[config.mk]
export PLATFORM = sky130hd
export DESIGN_NAME = led_port_scan_flat
export DESIGN_NICKNAME = d
export VERILOG_FILES = /design/src/rtl/led_port_scan_if.sv /design/src/rtl/led_port_scan.sv /design/src/flat_wrapper.sv
export SDC_FILE = /design/constraint.sdc
export NUM_CORES = 1
export LEC_CHECK = 0
export ABC_AREA = 1
export BUFFER_PORTS_ARGS = -buffer_cell sky130_fd_sc_hd__buf_2
export CELL_PAD_IN_SITES_DETAIL_PLACEMENT = 2
export CELL_PAD_IN_SITES_GLOBAL_PLACEMENT = 2
export CORE_UTILIZATION = 36
export DETAILED_ROUTE_END_ITERATION = 10
export PLACE_DENSITY = 0.82
export SETUP_SLACK_MARGIN = 0.5
export SYNTH_ARGS = -nofsm -noshare
export SYNTH_HDL_FRONTEND = slang
export SYNTH_SLANG_ARGS = --single-unit
export TNS_END_PERCENT = 20
[constraint.sdc]
create_clock -name CLK -period 2.45 [get_ports CLK]
set_clock_uncertainty 0.05 [all_clocks]
set_input_delay 0.6125 -clock CLK [delete_from_list [all_inputs] [get_ports CLK]]
set_output_delay 0.6125 -clock CLK [all_outputs]
set_load 0.02 [all_outputs]
[src/rtl/led_port_scan_if.sv]
// led_port_scan_if: port bundle between per-port MAC status and the shared LED scheduler
// Ports: LINK/ACT per-port link level and activity strobe, HOLD freeze request (MAC side);
//        LINK_O/ACT_O indicator drive, SEL scheduled port, ID_PHASE preamble flag (LED side).
interface led_port_scan_if #(
    parameter int NPorts  = 4,
    parameter int IdxBits = 2
);
    logic [NPorts-1:0]  LINK;
    logic [NPorts-1:0]  ACT;
    logic               HOLD;
    logic               LINK_O;
    logic               ACT_O;
    logic [IdxBits-1:0] SEL;
    logic               ID_PHASE;
    modport master (output LINK, ACT, HOLD, input LINK_O, ACT_O, SEL, ID_PHASE);
    modport slave  (input LINK, ACT, HOLD, output LINK_O, ACT_O, SEL, ID_PHASE);
endinterface

[src/rtl/led_port_scan.sv]
// led_port_scan: round-robin sharing of one LINK/ACT LED among NPorts ports with port-ID blink preamble
// Ports: CLK clock; RST synchronous active-high reset;
//        bus.LINK/ACT/HOLD in, bus.LINK_O/ACT_O/SEL/ID_PHASE registered out.
module led_port_scan #(
    parameter int NPorts    = 4,
    parameter int IdxBits   = 2,
    parameter int PulseBits = 23,
    parameter int DwellBits = 27,
    parameter bit SkipDown  = 1'b1
) (
    input  logic           CLK,
    input  logic           RST,
    led_port_scan_if.slave bus
);
    typedef enum logic [1:0] {SCAN, ID, GAP, SHOW} state_t;
    state_t               state_q, state_d;
    logic [IdxBits-1:0]   sel_q, sel_d;
    logic [NPorts-1:0]    pend_q, pend_d;
    logic [PulseBits:0]   phase_q, phase_d;
    logic [IdxBits:0]     pulse_q, pulse_d;
    logic [DwellBits-1:0] dwell_q, dwell_d;
    logic                 first_q, first_d;
    logic                 link_o_q, link_o_d;
    logic                 act_o_q, act_o_d;
    logic                 id_phase_q, id_phase_d;
    logic [NPorts-1:0]    elig;
    logic [IdxBits-1:0]   idx, cand;
    logic                 found;

    assign elig = SkipDown ? (bus.LINK | pend_q) : '1;

    // Search SEL+1, SEL+2, ... wrapping to SEL itself last
    always_comb begin
        found = 1'b0;
        cand  = sel_q;
        idx   = sel_q;
        for (int k = 1; k <= NPorts; k++) begin
            idx = IdxBits'((int'(sel_q) + k) % NPorts);
            if (!found && elig[idx]) begin
                found = 1'b1;
                cand  = idx;
            end
        end
    end

    always_comb begin
        state_d    = state_q;
        sel_d      = sel_q;
        phase_d    = phase_q + 1'b1;
        pulse_d    = pulse_q;
        dwell_d    = dwell_q;
        link_o_d   = 1'b0;
        act_o_d    = 1'b0;
        id_phase_d = 1'b0;
        case (state_q)
            SCAN: begin
                state_d = found ? ID : SCAN;
                sel_d   = found ? cand : sel_q;
            end
            ID: begin
                // phase MSB low = LED on half of the pulse
                link_o_d   = ~phase_q[PulseBits];
                id_phase_d = 1'b1;
                if (&phase_q) begin
                    pulse_d = pulse_q + 1'b1;
                    state_d = (pulse_q == {1'b0, sel_q}) ? GAP : ID;
                end
            end
            GAP: begin
                id_phase_d = 1'b1;
                state_d    = (&phase_q) ? SHOW : GAP;
            end
            default: begin
                link_o_d = bus.LINK[sel_q];
                act_o_d  = bus.ACT[sel_q] | (first_q & pend_q[sel_q]);
                if (!bus.HOLD) begin
                    dwell_d = dwell_q + 1'b1;
                    state_d = (&dwell_q) ? SCAN : SHOW;
                end
            end
        endcase
        if (state_d != state_q) begin
            phase_d = '0;
            pulse_d = '0;
            dwell_d = '0;
        end
        first_d = (state_d == SHOW) && (state_q != SHOW);
    end

    // Activity on the displayed port passes straight through; elsewhere it is latched for replay
    always_comb begin
        pend_d = pend_q;
        for (int i = 0; i < NPorts; i++)
            pend_d[i] = (pend_q[i] & ~(first_q && state_q == SHOW && sel_q == IdxBits'(i)))
                      | (bus.ACT[i] & ~(state_q == SHOW && sel_q == IdxBits'(i)));
    end

    always_ff @(posedge CLK) begin
        if (RST) begin
            state_q    <= SCAN;
            sel_q      <= IdxBits'(NPorts - 1);
            pend_q     <= '0;
            phase_q    <= '0;
            pulse_q    <= '0;
            dwell_q    <= '0;
            first_q    <= 1'b0;
            link_o_q   <= 1'b0;
            act_o_q    <= 1'b0;
            id_phase_q <= 1'b0;
        end else begin
            state_q    <= state_d;
            sel_q      <= sel_d;
            pend_q     <= pend_d;
            phase_q    <= phase_d;
            pulse_q    <= pulse_d;
            dwell_q    <= dwell_d;
            first_q    <= first_d;
            link_o_q   <= link_o_d;
            act_o_q    <= act_o_d;
            id_phase_q <= id_phase_d;
        end
    end

    assign bus.LINK_O   = link_o_q;
    assign bus.ACT_O    = act_o_q;
    assign bus.SEL      = sel_q;
    assign bus.ID_PHASE = id_phase_q;
endmodule

[src/flat_wrapper.sv]
// flat-port wrapper written by rule: the top's interface ports become plain ports
module led_port_scan_flat 
#(
    parameter int NPorts    = 4,
    parameter int IdxBits   = 2,
    parameter int PulseBits = 23,
    parameter int DwellBits = 27,
    parameter bit SkipDown  = 1'b1
)
  (CLK, RST, bus_LINK, bus_ACT, bus_HOLD, bus_LINK_O, bus_ACT_O, bus_SEL, bus_ID_PHASE);
  led_port_scan_if #(.NPorts(NPorts), .IdxBits(IdxBits)) bus_i ();
  input  logic CLK;
  input  logic RST;
  input wire logic [$bits(bus_i.LINK)-1:0] bus_LINK;
  input wire logic [$bits(bus_i.ACT)-1:0] bus_ACT;
  input wire logic [$bits(bus_i.HOLD)-1:0] bus_HOLD;
  output wire logic [$bits(bus_i.LINK_O)-1:0] bus_LINK_O;
  output wire logic [$bits(bus_i.ACT_O)-1:0] bus_ACT_O;
  output wire logic [$bits(bus_i.SEL)-1:0] bus_SEL;
  output wire logic [$bits(bus_i.ID_PHASE)-1:0] bus_ID_PHASE;
  assign bus_i.LINK = bus_LINK;
  assign bus_i.ACT = bus_ACT;
  assign bus_i.HOLD = bus_HOLD;
  assign bus_LINK_O = bus_i.LINK_O;
  assign bus_ACT_O = bus_i.ACT_O;
  assign bus_SEL = bus_i.SEL;
  assign bus_ID_PHASE = bus_i.ID_PHASE;
  led_port_scan #(.NPorts(NPorts), .IdxBits(IdxBits), .PulseBits(PulseBits), .DwellBits(DwellBits), .SkipDown(SkipDown)) u_core (.CLK(CLK), .RST(RST), .bus(bus_i));
endmodule
Yosys cells after proc, flatten, opt, wreduce, memory -nomap -nowiden
Cells that the tools add are included.
{ "classes": {"n_eq_ne": 10, "order_cmp": 5, "bitwise": 26, "mul": 0, "n_reduce_logical": 29, "n_mux": 31, "add_sub_neg": 7, "shifts": 0, "div": 0} }
{ "op_table": {"columns": ["cell", "n"], "rows": [
  ["27-bit by 1-bit adder with 27-bit output, second input constant", 1],
  ["27-bit AND reduction", 1],
  ["25-bit AND reduction", 1],
  ["24-bit by 1-bit adder with 24-bit output, second input constant", 1],
  ["24-bit AND reduction", 1],
  ["2-bit two-way mux", 8],
  ["2-bit by 3-bit < comparator with 1-bit output, second input constant", 5],
  ["1-bit binary-select mux with 2-bit select", 7],
  ["1-bit two-way mux", 14],
  ["1-bit logical AND", 13],
  ["1-bit inverter", 11],
  ["2-bit == test, second input constant", 5],
  ["1-bit bitwise AND", 9],
  ["2-bit one-hot mux with 3 select lines", 1],
  ["2-bit OR reduction", 3],
  ["1-bit bitwise OR", 5],
  ["2-bit by 1-bit adder with 2-bit output, second input constant", 2],
  ["2-bit adder, second input constant", 2],
  ["2-bit by 1-bit == test with 1-bit output, second input constant", 2],
  ["2-bit logical NOT", 2],
  ["4-bit bitwise OR", 1],
  ["4-bit nonzero test", 1],
  ["4-bit OR reduction", 1],
  ["3-bit by 1-bit adder with 3-bit output, second input constant", 1],
  ["8 further kinds", 10]
]} }
{ "totals": {"elab_cells": 118, "out_inout_bits": 5, "mem_bits_rw": 0, "latch_bits": 0, "romBits": 0, "mem_count": 0, "regBits": 66, "inputBits": 11} }

Depth between registers and ports, before layout
Gate-level depths: netlist of run 1.
{ "depth": {"word_depth": 17, "mapped_depth": 15, "ltp_nobuf": 14} }

Worst setup path before layout of run 1
OpenSTA, ideal clock, no wires.
{ "synth_timing": {"path_type": "register -> register", "from": "register u_core.sel_q[0], in the netlist u_core.bus.SEL[0]", "to": "register u_core.dwell_q[26]", "path_buffers": 2, "setup_time_ns": 0.117, "t_arrival_ns": 2.183, "setup_slack_ns": 0.100, "stages_incl_launch_ff": 16, "t_required_ns": 2.283, "period_less_slack_ns": 2.350, "cell_sequence": "dfxtp_1 > inv_1 > buf_4 > ha_1 > inv_1 > nand3_1 > nand2_1 > nor2_1 > nand3_1 > nand2_1 > nand3_1 > nand2_2 > nand2_1 > nand3_4 > buf_6 > nor2_2"} }
{ "synth_via": {"elab_chain_len": 17, "word_cells_on_any_way": 29, "cone_classes": "add/sub: 4; eq/ne: 2; mux: 16; reduce/logical: 7"} }
{ "synth_rtl": {"columns": ["item", "line", "text"], "rows": [
  ["start: declaration", "led_port_scan.sv:17", "logic [IdxBits-1:0] sel_q, sel_d;"],
  ["start signal: assignment", "led_port_scan.sv:101", "sel_q <= IdxBits'(NPorts - 1);"],
  ["start signal: assignment", "led_port_scan.sv:112", "sel_q <= sel_d;"],
  ["2-bit by 1-bit adder with 2-bit output", "led_port_scan.sv:38", "idx = IdxBits'((int'(sel_q) + k) % NPorts);"],
  ["1-bit binary-select mux with 2-bit select", "led_port_scan.sv:39", "if (!found && elig[idx]) begin"],
  ["1-bit two-way mux (implied by the code)", "led_port_scan.sv:39", null],
  ["1-bit two-way mux", "led_port_scan.sv:39", null],
  ["1-bit logical NOT", "led_port_scan.sv:39", null],
  ["1-bit logical AND", "led_port_scan.sv:39", null],
  ["1-bit two-way mux", "led_port_scan.sv:39", null],
  ["1-bit logical NOT", "led_port_scan.sv:39", null],
  ["1-bit logical AND", "led_port_scan.sv:39", null],
  ["1-bit two-way mux", "led_port_scan.sv:39", null],
  ["1-bit logical NOT", "led_port_scan.sv:39", null],
  ["1-bit logical AND", "led_port_scan.sv:39", null],
  ["1-bit two-way mux", "led_port_scan.sv:39", null],
  ["1-bit two-way mux", "led_port_scan.sv:57", "state_d = found ? ID : SCAN;"],
  ["2-bit one-hot mux with 3 select lines *", "led_port_scan.sv:55", "case (state_q)"],
  ["2-bit inequality test *", "led_port_scan.sv:82", "if (state_d != state_q) begin"],
  ["2-bit OR reduction (no source line) *", null, null],
  ["end signal: assignment", "led_port_scan.sv:116", "dwell_q <= dwell_d;"],
  ["end: declaration", "led_port_scan.sv:21", "logic [DwellBits-1:0] dwell_q, dwell_d;"]
]} }
Every way passes the cells marked *; elsewhere a longest branch is shown, timed or not. The select of a mux whose other input is x is not followed.
A chain may end at the register's enable or synchronous reset.

Worst setup path in the final report of run 1
{ "layout_timing": {"from": "register u_core.phase_q[16]", "to": "register u_core.pulse_q[0]"} }
{ "layout_via": {"elab_chain_len": 5, "word_cells_on_any_way": 7, "cone_classes": "eq/ne: 1; mux: 3; reduce/logical: 3"} }
{ "layout_rtl": {"columns": ["item", "line", "text"], "rows": [
  ["start: declaration", "led_port_scan.sv:19", "logic [PulseBits:0] phase_q, phase_d;"],
  ["start signal: assignment", "led_port_scan.sv:114", "phase_q <= phase_d;"],
  ["24-bit AND reduction", "led_port_scan.sv:64, led_port_scan.sv:71", null],
  ["1-bit two-way mux / 2-bit two-way mux (equally long branches)", "led_port_scan.sv:71, led_port_scan.sv:64", null],
  ["2-bit one-hot mux with 3 select lines", "led_port_scan.sv:55", null],
  ["2-bit inequality test", "led_port_scan.sv:82", null],
  ["2-bit OR reduction (no source line)", null, null],
  ["end signal: assignment", "led_port_scan.sv:115", "pulse_q <= pulse_d;"],
  ["end: declaration", "led_port_scan.sv:20", "logic [IdxBits:0] pulse_q, pulse_d;"]
]} }
Parallel ways exist; a longest one is shown, timed or not.

==> flow_metrics.tcl, run 1 <==
set metrics [dict create \
    fin_tns_setup_ns 0 \
    grt_use_total_pct 27.59 \
    clk_latency_ns 0.37 \
    dp_worst_setup_slack_ns 0.09404 \
    ctsLongestPathBuffers 2 \
    synth_top_family_by_area "simple AND/OR/NAND/NOR gates" \
    avgViaCountPerCell 5.336 \
    cts_tree "done" \
    cap_violations 0 \
    slew_violations 0 \
    die_area_um2 10470 \
    cp-end-kind "flop" \
    clkSlewWorstSetupHoldPaths_ns 0.08 \
    power.leakage_nw 1.709 \
    placementRows 36 \
    synth_area_um2 3625 \
    die_x_um 102.3 \
    clock.fmax_ghz 0.4375 \
    crit_fanout 7 \
    detail-route-antenna-nets 0 \
    outcome "finished, final reports clean" \
    synth_seq_area_share_pct 36.45 \
    p_per_area_nw_per_um2 731.7 \
    stdcell_count 675 \
    avgRoutedWirePerCell_um 23.99 \
    hpwl_um 7251 \
    cts_buffers 9 \
    cts.sinks 66 \
    min_period_over_period_pct 93.29 \
    synth.distinct_cells 33 \
    ys_seq_elements 66 \
    slew_headroom_pct 68.34 \
    grt_pass1_wl_um 21530 \
    start_util_pct 37.08 \
    postSynthNetCount 515 \
    synth_mux_area_share_pct 0.8630 \
    vias 3602 \
    hold_path_class "flop to flop" \
    synth_compound_area_share_pct 5.350 \
    grt_max_degree 16 \
    wirelength_um 16200 \
    yosys.area_share.xor_xnor_pct 10.87 \
    hold_viol_final 0 \
    yosys.area_share.adder_pct 4.142 \
    num_io_pins 16 \
    setup_ws_ns 0.1644 \
    grt_overflow 0 \
    die_y_um 102.3 \
    drive_above_1_share_pct 32.10 \
    cp.required_ns 2.70 \
    synth_cells 492 \
    post_synth.cell_area_avg_um2 7.367 \
    layout_commonest_cell "nand2_1" \
    yosysWarningCount 0 \
    synth-simple-area-share_pct 34.38 \
    gp_congestion 0.7903 \
    cp-start-kind "flop" \
    final.min_clock_period_ns 2.286 \
    nets 560 \
    cts_max_level 3 \
    rsz0062_at_grt "yes" \
    core_area_um2 9774 \
    grt_pass1_vias 3899 \
    drc 0 \
    tightest_slew_ns 0.4712 \
    io_buffers 15 \
    critPathKind "flop to flop" \
    antenna-diode-count 0 \
    final_cell_mix "nand2_1, dfxtp_1, inv_1" \
    crit_arrival_ns 2.54 \
    cts_root_buffer "clkbuf_8" \
    areaGrowthSynthToFinish_pct 28.62 \
    first_iter_violations 127 \
    drt_first_pass_iters 4 \
    antenna_found_initial 0 \
    worst_ir_drop_vdd_mv 0.2825 \
    finalSetupViolations 0 \
    place_inst 638 \
]
## synthesized netlist by cell type (all sizes together)
library cell | number | area (µm²)
mux2i | 2 | 20.02
nor3b | 1 | 7.510
nor3 | 12 | 65.06
dfxtp | 66 | 1321
o211ai | 1 | 7.510
nand4 | 14 | 87.58
o22ai | 2 | 12.51
buf | 7 | 68.81
a21o | 1 | 7.510
nand3 | 34 | 182.7
nand2 | 96 | 367.8
xor2 | 28 | 245.2
ha | 12 | 150.1
and2 | 2 | 12.51
o31ai | 1 | 7.510
clkbuf | 2 | 8.750
xnor2 | 17 | 148.9
nor2 | 106 | 523.0
inv | 56 | 210.2
a21oi | 10 | 50.05
o21a | 1 | 7.510
a31oi | 1 | 6.260
mux2 | 1 | 11.26
o21ai | 19 | 95.09
## worst max-delay path, cell delays in order, from the launching register on
cell	delay (ns)
dfxtp_1	0.46
nand4_1	0.16
nor2_1	0.37
nand3_2	0.19
nand3_4	0.10
nand2_4	0.07
nand3_2	0.09
nand2_2	0.08
nor2_4	0.11
nand3_4	0.10
buf_12	0.16
clkbuf_16	0.17
nor2_2	0.11
## what timing repair did
| action | CTS | global route |
|---|---|---|
| resized for setup | 33 | 44 |
| hold buffers | 0 | 0 |
| buffers inserted | 13 | 3 |
| pin swaps | 9 | 12 |
| cloned | 3 | 2 |
| endpoints found under the setup margin | 55 | 57 |
## final timing paths
check                                 from                        endpoint  slack, ns  cells after the start
min reg2reg    u_core.pend_q[2]$_SDFF_PP0_     u_core.pend_q[2]$_SDFF_PP0_       0.46                      2
max reg2reg  u_core.phase_q[16]$_SDFF_PP0_  u_core.pulse_q[0]$_SDFFE_PP0P_       0.16                     12
max          u_core.phase_q[16]$_SDFF_PP0_  u_core.pulse_q[0]$_SDFFE_PP0P_       0.16                     12
min            u_core.pend_q[2]$_SDFF_PP0_     u_core.pend_q[2]$_SDFF_PP0_       0.46                      2
## sequential cells by signal, indices dropped and copies added (netlist names)
register	count
u_core.state_q	2
u_core.pulse_q	3
u_core.dwell_q	27
u_core.bus.SEL	2
u_core.first_q	1
u_core.bus.LINK_O	1
u_core.phase_q	24
u_core.bus.ACT_O	1
u_core.pend_q	4
u_core.bus.ID_PHASE	1
## report_power, final
| part | total [mW] | internal, mW | switching [mW] |
|---|---|---|---|
| registers | 1.16 | 1.12 | 0.0377 |
| logic | 1.20 | 0.448 | 0.752 |
| clock network | 1.06 | 0.557 | 0.499 |
## area by class of cell
class / count / area [µm²]
well taps: 133 / 166.4
clock inverters: 3 / 46.29
multi-input cells: 361 / 2287
repair buffers: 43 / 421.7
clock buffers: 13 / 168.9
inverters: 56 / 221.5
fillers: 1121 / 5112
flip-flops and latches: 66 / 1350
## kinds of logic after synthesis
family / count (synthesis)
AND/OR/NAND/NOR: 265
flip-flops: 66
buffers and inverters: 65
XOR/XNOR: 45
AO/OA/AOI/OAI: 36
adder cells (fa/ha/maj): 12
multiplexers: 3
## layer usage
metal  global-route usage [%]  part of all wire (%)  vias up
li1                         -                     -     1644
met1                    31.64                    42     1824
met2                    50.23                    52       92
met3                    5.540                   3.1       42
met4                    10.44                   3.0        0
met5                        0                     0        -
## per-stage QoR
step	hold slack (ns)	total power [mW]	util, %	area [µm²]
finish	0.4558	3.411	47.70	4662
global route	0.4794	3.531	47.70	4662
CTS	0.4544	3.185	45.44	4442
detailed placement	0.4435	1.994	40.25	3934
global placement	0.4169	1.959	40.25	3934
floorplan	0.4005	1.831	-	3720
Power figures use the tool's default switching activity.
==> run 2: changes to the inputs <==
- CELL_PAD_IN_SITES_DETAIL_PLACEMENT: 2 -> 0
- CELL_PAD_IN_SITES_GLOBAL_PLACEMENT: 2 -> 1
- CORE_UTILIZATION: 36 -> 35
- PLACE_DENSITY: 0.82 -> 0.67
- RECOVER_POWER: default -> 50
==> run 2 against run 1 <==
Flip-flop and latch count did not move. Largest power group is now sequential cells. Critical path type unchanged. Non-clock buffer count shrank 8. Via count down 15%. Worst setup slack gained 0.12 ns. Die area is 2.8% higher. Clock-buffer cell count grew 2. Fmax increased by 5.6%. Largest cell class unchanged. Clock power down 15%.
==> flow_metrics.tcl, run 2 (synthesized netlist as in run 1, its figures left out) <==
set metrics [dict create \
    outcome "finished, final reports clean" \
    cts_buffers 9 \
    worst_ir_drop_vdd_mv 0.2902 \
    placementRows 36 \
    cp-start-kind "flop" \
    first_iter_violations 70 \
    die_y_um 103.8 \
    vias 3070 \
    min_period_over_period_pct 88.38 \
    cp.required_ns 2.64 \
    cp_cell_sequence "inv_4 -> ha_1 -> inv_2 -> nand3_2 -> nand2_2 -> nor2_4 -> nand3_1 -> nand2_1 -> nand3_1 -> nand2_1 -> nand2_2 -> nand3_4 -> buf_12 -> clkbuf_16 -> nor2_4" \
    final_core_util_pct 44.73 \
    drc 0 \
    cp-end-kind "flop" \
    num_io_pins 16 \
    cts_tree "done" \
    grt_overflow 0 \
    grt_use_total_pct 15.94 \
    reg.largest.list "u_core.dwell_q (27), u_core.phase_q (24), u_core.pend_q (4)" \
    p_per_area_nw_per_um2 675.0 \
    start_util_pct 36.58 \
    largest_reg_flops 27 \
    cts.sinks 66 \
    power.leakage_nw 1.614 \
    critPathKind "flop to flop" \
    rr_worst_depth 15 \
    grt_max_degree 15 \
    areaGrowthSynthToFinish_pct 22.30 \
    cp_top_family "simple AND/OR/NAND/NOR gates" \
    antenna-diode-count 0 \
    ctsLongestPathBuffers 2 \
    cts_root_buffer "clkbuf_8" \
    crit_slowest_cell "dfxtp_4" \
    rsz0062_at_grt "yes" \
    cap_violations 0 \
    antenna_found_initial 0 \
    clock.fmax_ghz 0.4618 \
    avgViaCountPerCell 4.603 \
    clk_latency_ns 0.35 \
    ff2ff_setup_slack_ns 0.28 \
    final.min_clock_period_ns 2.165 \
    r2r_end "u_core.phase_q[2]$_SDFF_PP0_" \
    hold_path_class "flop to flop" \
    fin_tns_setup_ns 0 \
    grt_pass1_vias 2940 \
    io_buffers 15 \
    final_cell_mix "nand2_1, nor2_1, dfxtp_1" \
    nets 552 \
    core_area_um2 9910 \
    finalSetupViolations 0 \
    gp_congestion 0.7424 \
    drt_first_pass_iters 5 \
    clkSlewWorstSetupHoldPaths_ns 0.07 \
    critPathLaunch "u_core.bus.SEL[0]$_SDFFE_PP1P_" \
    slew_headroom_pct 74.55 \
    grt_pass1_wl_um 13680 \
    tightest_slew_ns 0.3788 \
    die_area_um2 10770 \
    wirelength_um 8142 \
    hpwl_um 5360 \
    fillers 1031 \
    cp.depth 15 \
    crit_path_max_incr_delay_ns 0.36 \
    detail-route-antenna-nets 0 \
    crit_fanout 14 \
    crit_arrival_ns 2.35 \
    r2r_start "u_core.bus.SEL[0]$_SDFFE_PP1P_" \
    cts_max_level 3 \
    layout_commonest_cell "nand2_1" \
    crit_buf_inv 4 \
    avgRoutedWirePerCell_um 12.21 \
    slew_violations 0 \
    die_x_um 103.8 \
    max_flop_register "u_core.dwell_q" \
    drive_above_1_share_pct 22.66 \
    critPathCapture "u_core.phase_q[2]$_SDFF_PP0_" \
    hold_viol_final 0 \
]
==> run 2: how the worst min path moves through the flow <==
stage	from	endpoint	depth (start not counted)
2_1_floorplan	u_core.phase_q[0]$_SDFF_PP0_	u_core.phase_q[0]$_SDFF_PP0_	1
3_3_place_gp	u_core.phase_q[0]$_SDFF_PP0_	u_core.phase_q[0]$_SDFF_PP0_	1
3_5_place_dp	u_core.phase_q[0]$_SDFF_PP0_	u_core.phase_q[0]$_SDFF_PP0_	1
4_1_cts	u_core.pend_q[2]$_SDFF_PP0_	u_core.pend_q[2]$_SDFF_PP0_	2
5_1_grt	u_core.pend_q[2]$_SDFF_PP0_	u_core.pend_q[2]$_SDFF_PP0_	2
6_report	u_core.pend_q[2]$_SDFF_PP0_	u_core.pend_q[2]$_SDFF_PP0_	2
==> run 2: worst min-delay path, delay by kind of cell (launching register included) <==
kind | cells | cell delay, ns
AO/OA/AOI/OAI | 2 | 0.14
flip-flops | 1 | 0.33
==> run 2: metrics by stage <==
stage	power [mW]	hold slack [ns]	area (µm²)	cells	worst slack [ns]
6_report	2.992	0.4527	4433	667	0.2846
3_5_place_dp	1.952	0.4299	3919	636	0.1190
3_3_place_gp	1.948	0.4202	3919	636	0.1152
2_1_floorplan	1.831	0.4005	3720	492	0.4672
5_1_grt	3.194	0.4709	4433	667	0.1189
4_1_cts	2.994	0.4528	4302	662	0.3778
==> run 2: what timing repair did <==
| item | CTS | global route |
|---|---|---|
| buffers inserted | 8 | 2 |
| pin swaps | 5 | 8 |
| gates cloned | 2 | 3 |
| gates resized for setup | 17 | 27 |
| endpoints found under the setup margin | 54 | 54 |
| hold buffers | 0 | 0 |
==> run 2: layout make-up <==
class	instances	area (µm²)	area share, %
multi-input combinational	361	2158	48.69
sequential	66	1340	30.23
tap	133	166.4	3.754
timing repair buffer	35	357.8	8.072
clock buffer	15	187.7	4.234
clock inverter	1	5.005	0.1129
inverter	56	217.7	4.911
==> run 2: power breakdown <==
part | total [mW] | switching [mW] | internal, mW | leakage [nW]
clock network | 0.897 | 0.412 | 0.485 | 0.0989
logic | 0.941 | 0.568 | 0.373 | 0.977
registers | 1.15 | 0.0343 | 1.12 | 0.538
total | 2.99 | 1.01 | 1.98 | 1.61
==> run 2: per-layer routing <==
layer	GRT usage (%)	wire, µm	vias up
met5	0	0	-
met2	25.31	3817	37
met4	5.510	121	0
li1	-	-	1629
met3	5.223	276	12
met1	20.24	3927	1392
